==> src/rtl/core_lane_if.sv <==
// Instruction, data-RAM and debug signals of one execution lane.
// The lane takes the slave view; the instruction source / RAM side takes the master view.
interface core_lane_if #(
  parameter int WIDTH   = 16,
  parameter int INSTR_W = 15
);
  logic [INSTR_W-1:0] instr_in;
  logic               instr_valid;
  logic               instr_ready;
  logic [WIDTH-1:0]   mem_addr;
  logic [WIDTH-1:0]   mem_wdata;
  logic               mem_we;
  logic [WIDTH-1:0]   mem_rdata;
  logic [3:0]         flags;
  logic [1:0]         dbg_sel;
  logic [WIDTH-1:0]   dbg_data;

  modport slave (
    input  instr_in, instr_valid, mem_rdata, dbg_sel,
    output instr_ready, mem_addr, mem_wdata, mem_we, flags, dbg_data
  );

  modport master (
    output instr_in, instr_valid, mem_rdata, dbg_sel,
    input  instr_ready, mem_addr, mem_wdata, mem_we, flags, dbg_data
  );
endinterface

==> src/rtl/core_lane.sv <==
// Per-core execution lane: conditional ALU/move/load/store on a 4-entry register file,
// with a three-cycle load path through an external synchronous single-port RAM.
module core_lane #(
  parameter int WIDTH   = 16,
  parameter int INSTR_W = 15
) (
  input  logic        clock,
  input  logic        reset,
  core_lane_if.slave  bus
);
  typedef enum logic [1:0] {IDLE, LD_ADDR, LD_DATA} state_t;

  state_t             state_q, state_d;
  logic [WIDTH-1:0]   regs_q [4];
  logic [WIDTH-1:0]   regs_d [4];
  logic [3:0]         flags_q, flags_d;
  logic [WIDTH-1:0]   mem_addr_q, mem_addr_d;
  logic [WIDTH-1:0]   mem_wdata_q, mem_wdata_d;
  logic               mem_we_q, mem_we_d;
  logic [1:0]         ld_dst_q, ld_dst_d;

  logic [INSTR_W-1:0] instr;
  logic               is_alu;
  logic [3:0]         op, suffix;
  logic [1:0]         dst, src;
  logic [WIDTH-1:0]   a_val, b_val;
  logic               unused_reserved;

  assign instr           = bus.instr_in;
  assign is_alu          = instr[14];
  assign op              = instr[13:10];
  assign suffix          = instr[9:6];
  assign dst             = instr[3:2];
  assign src             = instr[1:0];
  assign unused_reserved = ^instr[5:4];
  assign a_val           = regs_q[dst];
  assign b_val           = regs_q[src];

  // flags are {Z,O,S,C}
  function automatic logic cond_eval(input logic [3:0] suf, input logic [3:0] f);
    logic z, o, s, c;
    z = f[3]; o = f[2]; s = f[1]; c = f[0];
    case (suf)
      4'b0000: cond_eval = z;
      4'b0001: cond_eval = !z;
      4'b0010: cond_eval = !z && (s == o);
      4'b0011: cond_eval = (s != o);
      4'b0100: cond_eval = (s == o);
      4'b0101: cond_eval = z || (s != o);
      4'b0110: cond_eval = c;
      4'b0111: cond_eval = !c;
      4'b1000: cond_eval = s;
      4'b1001: cond_eval = !s;
      4'b1010: cond_eval = 1'b1;
      4'b1011: cond_eval = 1'b0;
      4'b1100: cond_eval = o;
      4'b1101: cond_eval = !o;
      4'b1110: cond_eval = c && !z;
      default: cond_eval = !c || z;
    endcase
  endfunction

  logic cond_true;
  assign cond_true = cond_eval(suffix, flags_q);

  // inc/dec reuse the add/sub datapath with a constant 1 as the second operand
  logic [WIDTH-1:0]          opb;
  logic                      carry_in;
  logic [WIDTH:0]            add_ext, sub_ext, lsl_ext, lsr_ext;
  logic signed [WIDTH:0]     asr_ext;
  logic [2*WIDTH-1:0]        mul_full;
  logic [3:0]                amt;

  assign opb      = (op == 4'b1110 || op == 4'b1111) ? WIDTH'(1) : b_val;
  assign carry_in = (op == 4'b0001 || op == 4'b0011 || op == 4'b0101) ? flags_q[0] : 1'b0;
  assign add_ext  = {1'b0, a_val} + {1'b0, opb} + {{WIDTH{1'b0}}, carry_in};
  assign sub_ext  = {1'b0, a_val} - {1'b0, opb} - {{WIDTH{1'b0}}, carry_in};
  assign mul_full = ({{WIDTH{1'b0}}, a_val} * {{WIDTH{1'b0}}, b_val})
                  + {{(2*WIDTH-1){1'b0}}, carry_in};
  assign amt      = b_val[3:0];
  assign lsl_ext  = {1'b0, a_val} << amt;
  assign lsr_ext  = {a_val, 1'b0} >> amt;
  assign asr_ext  = $signed({a_val, 1'b0}) >>> amt;

  logic [WIDTH-1:0] alu_res;
  logic             alu_c, alu_o, alu_wr;
  logic [3:0]       alu_flags;

  always_comb begin
    alu_res = '0;
    alu_c   = 1'b0;
    alu_o   = 1'b0;
    alu_wr  = 1'b1;
    case (op)
      4'b0000, 4'b0001, 4'b1110: begin
        alu_res = add_ext[WIDTH-1:0];
        alu_c   = add_ext[WIDTH];
        alu_o   = (a_val[WIDTH-1] == opb[WIDTH-1]) && (alu_res[WIDTH-1] != a_val[WIDTH-1]);
      end
      4'b0010, 4'b0011, 4'b1101, 4'b1111: begin
        alu_res = sub_ext[WIDTH-1:0];
        alu_c   = sub_ext[WIDTH];
        alu_o   = (a_val[WIDTH-1] != opb[WIDTH-1]) && (alu_res[WIDTH-1] != a_val[WIDTH-1]);
        alu_wr  = (op != 4'b1101);
      end
      4'b0100, 4'b0101: begin
        alu_res = mul_full[WIDTH-1:0];
        alu_c   = |mul_full[2*WIDTH-1:WIDTH];
        alu_o   = alu_c;
      end
      4'b0110: alu_res = a_val & b_val;
      4'b0111: alu_res = a_val | b_val;
      4'b1000: alu_res = a_val ^ b_val;
      4'b1001: alu_res = ~b_val;
      4'b1010: begin
        alu_res = lsl_ext[WIDTH-1:0];
        alu_c   = lsl_ext[WIDTH];
      end
      4'b1011: begin
        alu_res = lsr_ext[WIDTH:1];
        alu_c   = lsr_ext[0];
      end
      default: begin
        alu_res = asr_ext[WIDTH:1];
        alu_c   = asr_ext[0];
      end
    endcase
    alu_flags = {(alu_res == '0), alu_o, alu_res[WIDTH-1], alu_c};
  end

  always_comb begin
    state_d     = state_q;
    regs_d      = regs_q;
    flags_d     = flags_q;
    mem_addr_d  = mem_addr_q;
    mem_wdata_d = mem_wdata_q;
    mem_we_d    = 1'b0;
    ld_dst_d    = ld_dst_q;
    case (state_q)
      IDLE: begin
        if (bus.instr_valid && cond_true) begin
          if (is_alu) begin
            if (alu_wr) regs_d[dst] = alu_res;
            flags_d = alu_flags;
          end else begin
            case (op)
              4'b0000: begin
                mem_addr_d = b_val;
                ld_dst_d   = dst;
                state_d    = LD_ADDR;
              end
              4'b0001: begin
                mem_addr_d  = b_val;
                mem_wdata_d = a_val;
                mem_we_d    = 1'b1;
              end
              4'b0010: regs_d[dst] = b_val;
              default: ;
            endcase
          end
        end
      end
      LD_ADDR: state_d = LD_DATA;
      LD_DATA: begin
        regs_d[ld_dst_q] = bus.mem_rdata;
        state_d          = IDLE;
      end
      default: state_d = IDLE;
    endcase
  end

  always_ff @(posedge clock) begin
    if (reset) begin
      state_q     <= IDLE;
      flags_q     <= '0;
      mem_addr_q  <= '0;
      mem_wdata_q <= '0;
      mem_we_q    <= 1'b0;
      ld_dst_q    <= '0;
      for (int i = 0; i < 4; i++) regs_q[i] <= '0;
    end else begin
      state_q     <= state_d;
      flags_q     <= flags_d;
      mem_addr_q  <= mem_addr_d;
      mem_wdata_q <= mem_wdata_d;
      mem_we_q    <= mem_we_d;
      ld_dst_q    <= ld_dst_d;
      for (int i = 0; i < 4; i++) regs_q[i] <= regs_d[i];
    end
  end

  assign bus.instr_ready = (state_q == IDLE);
  assign bus.mem_addr    = mem_addr_q;
  assign bus.mem_wdata   = mem_wdata_q;
  assign bus.mem_we      = mem_we_q;
  assign bus.flags       = flags_q;
  assign bus.dbg_data    = regs_q[bus.dbg_sel];
endmodule

==> src/flat_wrapper.sv <==
// flat-port wrapper written by rule: the top's interface ports become plain ports
module core_lane_flat 
#(
  parameter int WIDTH   = 16,
  parameter int INSTR_W = 15
)
  (clock, reset, bus_instr_in, bus_instr_valid, bus_mem_rdata, bus_dbg_sel, bus_instr_ready, bus_mem_addr, bus_mem_wdata, bus_mem_we, bus_flags, bus_dbg_data);
  core_lane_if #(.WIDTH(WIDTH), .INSTR_W(INSTR_W)) bus_i ();
  input  logic clock;
  input  logic reset;
  input wire logic [$bits(bus_i.instr_in)-1:0] bus_instr_in;
  input wire logic [$bits(bus_i.instr_valid)-1:0] bus_instr_valid;
  input wire logic [$bits(bus_i.mem_rdata)-1:0] bus_mem_rdata;
  input wire logic [$bits(bus_i.dbg_sel)-1:0] bus_dbg_sel;
  output wire logic [$bits(bus_i.instr_ready)-1:0] bus_instr_ready;
  output wire logic [$bits(bus_i.mem_addr)-1:0] bus_mem_addr;
  output wire logic [$bits(bus_i.mem_wdata)-1:0] bus_mem_wdata;
  output wire logic [$bits(bus_i.mem_we)-1:0] bus_mem_we;
  output wire logic [$bits(bus_i.flags)-1:0] bus_flags;
  output wire logic [$bits(bus_i.dbg_data)-1:0] bus_dbg_data;
  assign bus_i.instr_in = bus_instr_in;
  assign bus_i.instr_valid = bus_instr_valid;
  assign bus_i.mem_rdata = bus_mem_rdata;
  assign bus_i.dbg_sel = bus_dbg_sel;
  assign bus_instr_ready = bus_i.instr_ready;
  assign bus_mem_addr = bus_i.mem_addr;
  assign bus_mem_wdata = bus_i.mem_wdata;
  assign bus_mem_we = bus_i.mem_we;
  assign bus_flags = bus_i.flags;
  assign bus_dbg_data = bus_i.dbg_data;
  core_lane #(.WIDTH(WIDTH), .INSTR_W(INSTR_W)) u_core (.clock(clock), .reset(reset), .bus(bus_i));
endmodule
==> config.mk <==
export PLATFORM = sky130hd
export DESIGN_NAME = core_lane_flat
export DESIGN_NICKNAME = d
export VERILOG_FILES = /design/src/rtl/core_lane_if.sv /design/src/rtl/core_lane.sv /design/src/flat_wrapper.sv
export SDC_FILE = /design/constraint.sdc
export NUM_CORES = 1
export LEC_CHECK = 0
export CELL_PAD_IN_SITES_DETAIL_PLACEMENT = 2
export CELL_PAD_IN_SITES_GLOBAL_PLACEMENT = 2
export CORE_MARGIN = 2
export CORE_UTILIZATION = 30
export CTS_BUF_LIST = sky130_fd_sc_hd__clkbuf_8
export DETAILED_ROUTE_END_ITERATION = 8
export GPL_ROUTABILITY_DRIVEN = 0
export PLACE_DENSITY_LB_ADDON = 0.08
export SYNTH_ARGS = -nofsm -noshare
export SYNTH_HDL_FRONTEND = slang
export SYNTH_SLANG_ARGS = --single-unit
export TNS_END_PERCENT = 30
==> constraint.sdc <==
create_clock -name clock -period 14.6 [get_ports clock]
set_input_delay 2.92 -clock clock [delete_from_list [all_inputs] [get_ports clock]]
set_output_delay 2.92 -clock clock [all_outputs]
set_load 0.1 [all_outputs]
==> flow_summary.toml, run 1 <==
[outcome]
outcome = "finished clean"

[worst_setup_path]
cp_num_buf_inv = 11
cp_slowest_cell = "clkdlybuf4s50_1"
cpLargestDelayFamily = "adder cells"
worstPathMaxFanout = 21
crit_path_max_incr_delay_ps = 1000
arrival_ps = 12520
cp-end-kind = "flop"
r2r_slack_ps = 5550
crit_required_ps = 14930
path_class = "in2reg"
start_kind = "primary input"

[timing]
finalCritPeriodShare_pct = 83.48
hold_viol = 0
fin_crit_ps = 12190
tightest_slew_ps = 1247
fin_skew_ps = 18.64
drv_slew = 0
timing.hold.ws_ps = 494.0
setup_tns_ps = 0
setup_viol = 0
max_slew_margin_pct = 15.98
fmax_ghz = 0.08205
rsz0062_at_grt = "no"

[global_routing]
grt_max_degree = 47
gr-usage-all-layers_pct = 28.04
grt_pass1_wl_mm = 144.7
grt_pass1_vias = 21430
overflow = 0
antenna_found_initial = 1

[synth]
synth.net_count = 2962
avgSynthCellArea_sq_um = 7.869
yosys-top-cells-area = "fa_1 20%, ha_1 11%, dfxtp_1 10%"
netlist_instances = 2545
synthTopCellsByCount = "337 x nor2_1, 283 x inv_1, 261 x nand2_1, 198 x fa_1, 183 x ha_1"
synth_most_common_cell = "nor2_1"
synth_largest_area_cell = "fa_1"
ys_seq_area_share_pct = 10.50
synth_edf_count = 0
synth_seq_cells = 105
netlist_area_sq_um = 20030
async_flop_share_pct = 0
synthFlopType = "dfxtp_1"
synth_warnings = 0
synth_top_area_share_pct = 19.79
ys_types = 96

[die]
core_sq_um = 65980
fp.dieH_um = 262.4
num_rows = 94
num_io_pins = 90
die_w_um = 262.4
dieArea_sq_um = 68840
initial_core_util_pct = 30.35

[power]
peakVddDrop_v = 0.00005323
power_density_nw_per_um2 = 49.20
p_leak_nw = 9.101
total_power_w = 0.001078

[clocking]
post_cts_resized = 0
htreeDepth = 3
cts_buffers = 9
clkLatencyLatePin_ps = 440
clkSinkCount = 105
root_buffer = "clkbuf_8"
path_clk_slew_ps = 130
holdBufCountCts = 0
cts_tree = "done"
cts_buffer_depth = 2
cts_setup_buffers = 0

[route]
wl_per_cell_um = 28.65
drc = 0
drt_wl_total_mm = 97.65
ant_nets = 0
drt_iter0_drc = 1174
firstDrtPassIters = 5
viasPerCell = 5.723
vias = 19500

[placement]
dp_hpwl_mm = 74.62
portBuffers = 87

[finish]
fin_util_pct = 33.20
nets = 2955
syn2layout_area_growth_pct = 9.378
drive_gt1_share_pct = 8.337
fillers = 7589

[flow_run]
cap_violations = 0

[hold_path]
hold_path.class = "reg2reg"
[worst paths after layout]
check / start / end / cells past startpoint
hold / removal: u_core.state_q[1]$_SDFFE_PP0P_ / u_core.state_q[1]$_SDFFE_PP0P_ / 1
hold reg to reg: u_core.state_q[1]$_SDFFE_PP0P_ / u_core.state_q[1]$_SDFFE_PP0P_ / 1
setup reg to reg: u_core.regs_q[38]$_SDFFE_PP0P_ / u_core.regs_q[14]$_SDFFE_PP0P_ / 26
setup / recovery: bus_instr_in[3] / u_core.bus.flags[2]$_SDFFE_PP0P_ / 31
[metal layers]
| layer | up-vias | global-route usage, % | share of wire (%) |
|---|---|---|---|
| met5 | - | 0 | 0 |
| met4 | 0 | 9.040 | 3.3 |
| met3 | 138 | 2.099 | 2.9 |
| met2 | 412 | 50.46 | 49 |
| met1 | 10290 | 35.51 | 44 |
| li1 | 8664 | - | - |
[sequential cells by signal, indices dropped and copies added (netlist names)]
register and cells:
u_core.state_q 2, u_core.bus.mem_wdata 16, u_core.bus.mem_addr 16, u_core.ld_dst_q 2
u_core.bus.mem_we 1, u_core.bus.flags 4, u_core.regs_q 64
[placed cells by master (no fill, tap or decap), types with 11 or more instances in the layout]
master           netlist  final
o21ai_1               11     16
a21o_1                19     19
nand2b_1              25     25
xnor2_1               29     29
dfxtp_1              105    105
a211oi_1              30     30
and3_1                11     11
nor3_1                49     49
o21a_1                20     20
clkdlybuf4s50_1        0     83
o21ai_0              126    120
nor2b_1               20     19
inv_1                283    283
nand2_1              261    261
a32oi_1               14     14
nand3_1               35     35
clkinv_1              12     12
a31oi_1               26     26
xor2_1                14     14
a221oi_1              14     14
a21oi_1              147    147
mux2i_1               71     70
mux2_2                48     48
nand4_1               13     13
mux4_2                27     27
o211ai_1              19     19
a311oi_1              11     11
and2_1                17     17
o221ai_1              16     16
nor2_1               337    332
buf_4                  7     65
ha_1                 183    183
fa_1                 198    198
[metrics by stage]
stage / area (sq um) / setup slack, ps / cells
global placement: 21700 / 2066 / 3391
floorplan: 20030 / 4039 / 2545
CTS: 21900 / 2438 / 3407
finish: 21900 / 2412 / 3408
global route: 21900 / 1953 / 3408
detailed placement: 21700 / 1933 / 3391
[logic make-up after synthesis]
logic type | count (synthesis) | share of synthesized area [%]
and+or+nand+nor | 819 | 17.99
DFF | 105 | 10.50
xor gates and xnor gates | 43 | 1.881
AOI/OAI and AO/OA | 567 | 18.62
buffers and inverters | 473 | 9.646
muxes | 157 | 10.14
adders and majority gates | 381 | 31.23
[power by group]
group          switching (W)  total, W  leakage (nW)  internal (W)
Clock               0.000136  0.000205         0.104     0.0000690
Sequential        0.00000784  0.000301         0.849      0.000293
Combinational       0.000388  0.000572          8.15      0.000184
Total               0.000532   0.00108          9.10      0.000546
[layout make-up]
class / count / area (sq um) / share of cell area [%]
antenna: 1 / 2.502 / 0.01142
clock buffer: 9 / 123.9 / 0.5655
clock inverter: 7 / 81.33 / 0.3713
inverter: 303 / 1140 / 5.204
multi-input combinational: 1967 / 16040 / 73.20
sequential: 105 / 2102 / 9.596
tap: 864 / 1081 / 4.935
timing repair buffer: 152 / 1339 / 6.112
Power figures use the tool's default switching activity.
==> run 2, diff against run 1 <==
- clock period: 14.6 -> 10.3 ns (I/O delays scaled with it)
==> flow_summary.toml, run 2 (synthesized netlist as in run 1, its figures left out) <==
[outcome]
outcome = "finished clean"

[timing]
max_slew_margin_pct = 20.89
fin_skew_ps = 22.92
fmax_ghz = 0.1027
setup_viol = 0
finalCritPeriodShare_pct = 94.49
setup_tns_ps = 0
fin_crit_ps = 9733
hold_viol = 0
tightest_slew_ps = 1183
drv_slew = 0
rsz0062_at_grt = "no"

[finish]
finalNonFillerCells = 3470
regMostFlops = "u_core.regs_q"
syn2layout_area_growth_pct = 12.01
nets = 3016
largest_reg_flops = 64
mostFrequentLayoutCells = "332 x nor2_1, 283 x inv_1, 261 x nand2_1, 198 x fa_1, 183 x ha_1"
drive_gt1_share_pct = 10.52
mostFrequentLayoutCell = "nor2_1"

[clocking]
cts_setup_buffers = 0
cts_tree = "done"
root_buffer = "clkbuf_8"
htreeDepth = 3
clkLatencyLatePin_ps = 410
cts_buffers = 9
clkSinkCount = 105
cts_buffer_depth = 2
path_clk_slew_ps = 120

[route]
drt_iter0_drc = 1343
vias = 19650
viasPerCell = 5.663
drc = 0
ant_nets = 0
drt_wl_total_mm = 99.14
firstDrtPassIters = 5
wl_per_cell_um = 28.57

[hold_path]
hold_depth = 1
hold_path.class = "reg2reg"
worstHoldEndpoint = "u_core.state_q[1]$_SDFFE_PP0P_"
worstHoldStart = "u_core.state_q[1]$_SDFFE_PP0P_"

[die]
core_sq_um = 65980
die_w_um = 262.4
num_io_pins = 90
fp.dieH_um = 262.4
initial_core_util_pct = 30.35
dieArea_sq_um = 68840
num_rows = 94

[worst_setup_path]
cp_slowest_cell = "fa_1"
r2r_cells = 29
path_class = "in2reg"
timing.rr.end = "u_core.bus.flags[2]$_SDFFE_PP0P_"
start_kind = "primary input"
crit_required_ps = 10580
crit_top_cell = "inv_1"
cpLargestDelayFamily = "adder cells"
cp-end-kind = "flop"
r2r_start = "u_core.regs_q[36]$_SDFFE_PP0P_"
r2r_slack_ps = 2370
cp-startpoint = "bus_instr_in[3]"
cp_num_buf_inv = 11
worstPathMaxFanout = 21
arrival_ps = 10020
crit_path_max_incr_delay_ps = 570

[power]
power_density_nw_per_um2 = 68.25
p_leak_nw = 9.423
peakVddDrop_v = 0.00007721

[global_routing]
grt_pass1_vias = 21730
gr-usage-all-layers_pct = 28.49
antenna_found_initial = 3
grt_pass1_wl_mm = 146.8
overflow = 0
grt_max_degree = 49

[placement]
dp_hpwl_mm = 78.43
placed_cells = 3452
portBuffers = 87

[flow_run]
cap_violations = 0
-- run 2: changes by cell type in the layout (fill, tap and decap cells not counted), moves of 2 or more --
cell and change:
clkinv_8 -2, clkinv_2 +2, buf_12 +7, buf_4 +54
-- run 2: cell type report --
class                      instances  area [sq um]
fill                            7570         43550
clock inverter                     7         55.05
multi-input combinational       1967         16040
tap                              864          1081
clock buffer                       9         123.9
inverter                         303          1140
antenna                            2         5.005
sequential                       105          2102
timing repair buffer             213          1884
-- run 2: timing repair --
item                                    4_1_cts  5_1_grt
hold buffers                                  0        0
endpoints found under the setup margin        0        2
resized for setup                             0        1
-- run 2: worst max-delay path by stage --
stage                                            end  cells past startpoint
floorplan           u_core.bus.flags[0]$_SDFFE_PP0P_                     33
global placement    u_core.bus.flags[2]$_SDFFE_PP0P_                     31
detailed placement  u_core.bus.flags[2]$_SDFFE_PP0P_                     31
CTS                 u_core.bus.flags[2]$_SDFFE_PP0P_                     31
global route        u_core.bus.flags[2]$_SDFFE_PP0P_                     31
finish              u_core.bus.flags[2]$_SDFFE_PP0P_                     30
-- run 2: power by group --
part | switching [W] | leakage (nW) | internal [W]
Combinational | 0.000562 | 8.48 | 0.000285
Sequential | 0.0000102 | 0.849 | 0.000415
Clock | 0.000169 | 0.0915 | 0.0000907
Total | 0.000741 | 9.42 | 0.000790
-- run 2: through the flow --
stage	setup slack [ps]	utilization, %	hold slack (ps)	instance area, sq um	total power [W]
CTS	417.8	33.98	492.8	22420	0.001537
finish	567.2	34.00	490.1	22430	0.001531
detailed placement	16.89	33.71	475.1	22240	0.001270
global placement	29.43	33.71	450.9	22240	0.001250
global route	118.6	34.00	530.0	22430	0.001622
floorplan	599.3	-	436.9	20030	0.0009422
-- run 2: metal layers --
layer	global-route usage, %	up-vias	routed length [um]
li1	-	8773	-
met1	36.31	10290	43850
met2	50.06	429	47710
met3	2.605	157	3653
met4	10.41	0	3930
met5	0	-	0
==> run 3, diff against run 2 <==
- CORE_UTILIZATION: 30 -> 35
==> flow_summary.toml, run 3 (synthesized netlist as in run 1, its figures left out) <==
[die]
num_io_pins = 90
die_w_um = 243.2
fp.dieH_um = 243.2
initial_core_util_pct = 35.45
dieArea_sq_um = 59150
num_rows = 87
core_sq_um = 56500

[route]
firstDrtPassIters = 5
drt_wl_total_mm = 95.44
vias = 19990
drc = 0
ant_nets = 0
wl_per_cell_um = 28.43
drt_iter0_drc = 1251
viasPerCell = 5.955

[worst_setup_path]
cp-end-kind = "flop"
crit_path_max_incr_delay_ps = 560
r2r_slack_ps = 2430
crit_top_cell = "fa_1"
path_class = "in2reg"
worstPathMaxFanout = 33
cp_num_buf_inv = 11
start_kind = "primary input"
crit_required_ps = 10560
cp_slowest_cell = "fa_1"
arrival_ps = 10100
cpLargestDelayFamily = "adder cells"

[placement]
dp_hpwl_mm = 75.92
portBuffers = 87
dp_slack_ps = -160.2

[global_routing]
grt_pass1_wl_mm = 142.9
gr-usage-all-layers_pct = 32.13
grt_max_degree = 54
antenna_found_initial = 6
grt_pass1_vias = 21730
overflow = 0

[finish]
mostFrequentLayoutCells = "333 x nor2_1, 283 x inv_1, 261 x nand2_1, 198 x fa_1, 183 x ha_1"
nets = 3013
drive_gt1_share_pct = 10.27
mostFrequentLayoutCell = "nor2_1"
largest_reg_flops = 64
regMostFlops = "u_core.regs_q"
syn2layout_area_growth_pct = 11.16

[timing]
fmax_ghz = 0.1017
fin_crit_ps = 9835
max_slew_margin_pct = 22.26
finalCritPeriodShare_pct = 95.49
fin_skew_ps = 14.64
setup_tns_ps = 0
rsz0062_at_grt = "no"
tightest_slew_ps = 1163
drv_slew = 0
hold_viol = 0
setup_viol = 0
fin_ws_ps = 464.5

[clocking]
htreeDepth = 3
clkLatencyLatePin_ps = 410
root_buffer = "clkbuf_8"
holdBufCountCts = 0
clkSinkCount = 105
cts_buffer_depth = 2
cts_buffers = 9
cts_tree = "done"
path_clk_slew_ps = 100

[power]
power_density_nw_per_um2 = 69.68
peakVddDrop_v = 0.00007428
p_leak_nw = 9.401

[hold_path]
hold_path.class = "reg2reg"

[outcome]
outcome = "finished clean"

[flow_run]
cap_violations = 0
==> run 3: timing repair <==
| item | 4_1_cts | 5_1_grt |
|---|---|---|
| setup buffers | 0 | 1 |
| setup endpoints to repair | 0 | 8 |
| gates resized for setup | 0 | 4 |
==> run 3: power by group <==
part	total [W]	switching (W)	leakage [nW]	internal, W
Sequential	0.000425	0.0000101	0.849	0.000415
Clock	0.000286	0.000151	0.106	0.000135
Combinational	0.000840	0.000559	8.45	0.000282
==> run 3: worst paths after layout <==
check	from	endpoint	depth (start not counted)
worst max-delay path	bus_instr_in[3]	u_core.bus.flags[0]$_SDFFE_PP0P_	31
worst min-delay path	u_core.state_q[1]$_SDFFE_PP0P_	u_core.state_q[1]$_SDFFE_PP0P_	1
worst max register to register	u_core.regs_q[37]$_SDFFE_PP0P_	u_core.bus.flags[0]$_SDFFE_PP0P_	30
worst min register to register	u_core.state_q[1]$_SDFFE_PP0P_	u_core.state_q[1]$_SDFFE_PP0P_	1
==> run 3: per-layer routing <==
layer	track usage [%]	wire length (um)
met2	54.47	45400
met1	40.93	40600
met5	0	24
met3	4.334	5138
met4	13.46	4273
==> run 3: through the flow <==
stage / std cells / hold slack, ps / total power [W] / utilization (%) / area, sq um
3_5_place_dp: 3340 / 466.7 / 0.001254 / 38.99 / 22030
2_1_floorplan: 2545 / 436.9 / 0.0009422 / - / 20030
6_report: 3357 / 482.1 / 0.001551 / 39.40 / 22260
3_3_place_gp: 3340 / 446.5 / 0.001226 / 38.99 / 22030
4_1_cts: 3355 / 479.6 / 0.001545 / 39.36 / 22240
5_1_grt: 3357 / 505.3 / 0.001639 / 39.40 / 22260
==> run 3: worst register-to-register path: cells and delay by family (launching register included) <==
family | cells | cell delay [ps]
AOI/OAI and AO/OA | 7 | 1920
adders and majority gates | 7 | 3320
buffers and inverters | 10 | 1210
DFF | 1 | 350
muxes | 2 | 520
and+or+nand+nor | 4 | 430
==> run 3: layout make-up <==
type,instances,area [sq um]
Fill cell,6504,34230
Timing Repair Buffer,210,1824
Multi-Input combinational cell,1967,16040
Clock buffer,9,123.9
Antenna cell,1,2.502
Sequential cell,105,2102
Tap cell,756,945.9
Inverter,303,1140
Clock inverter,6,85.08
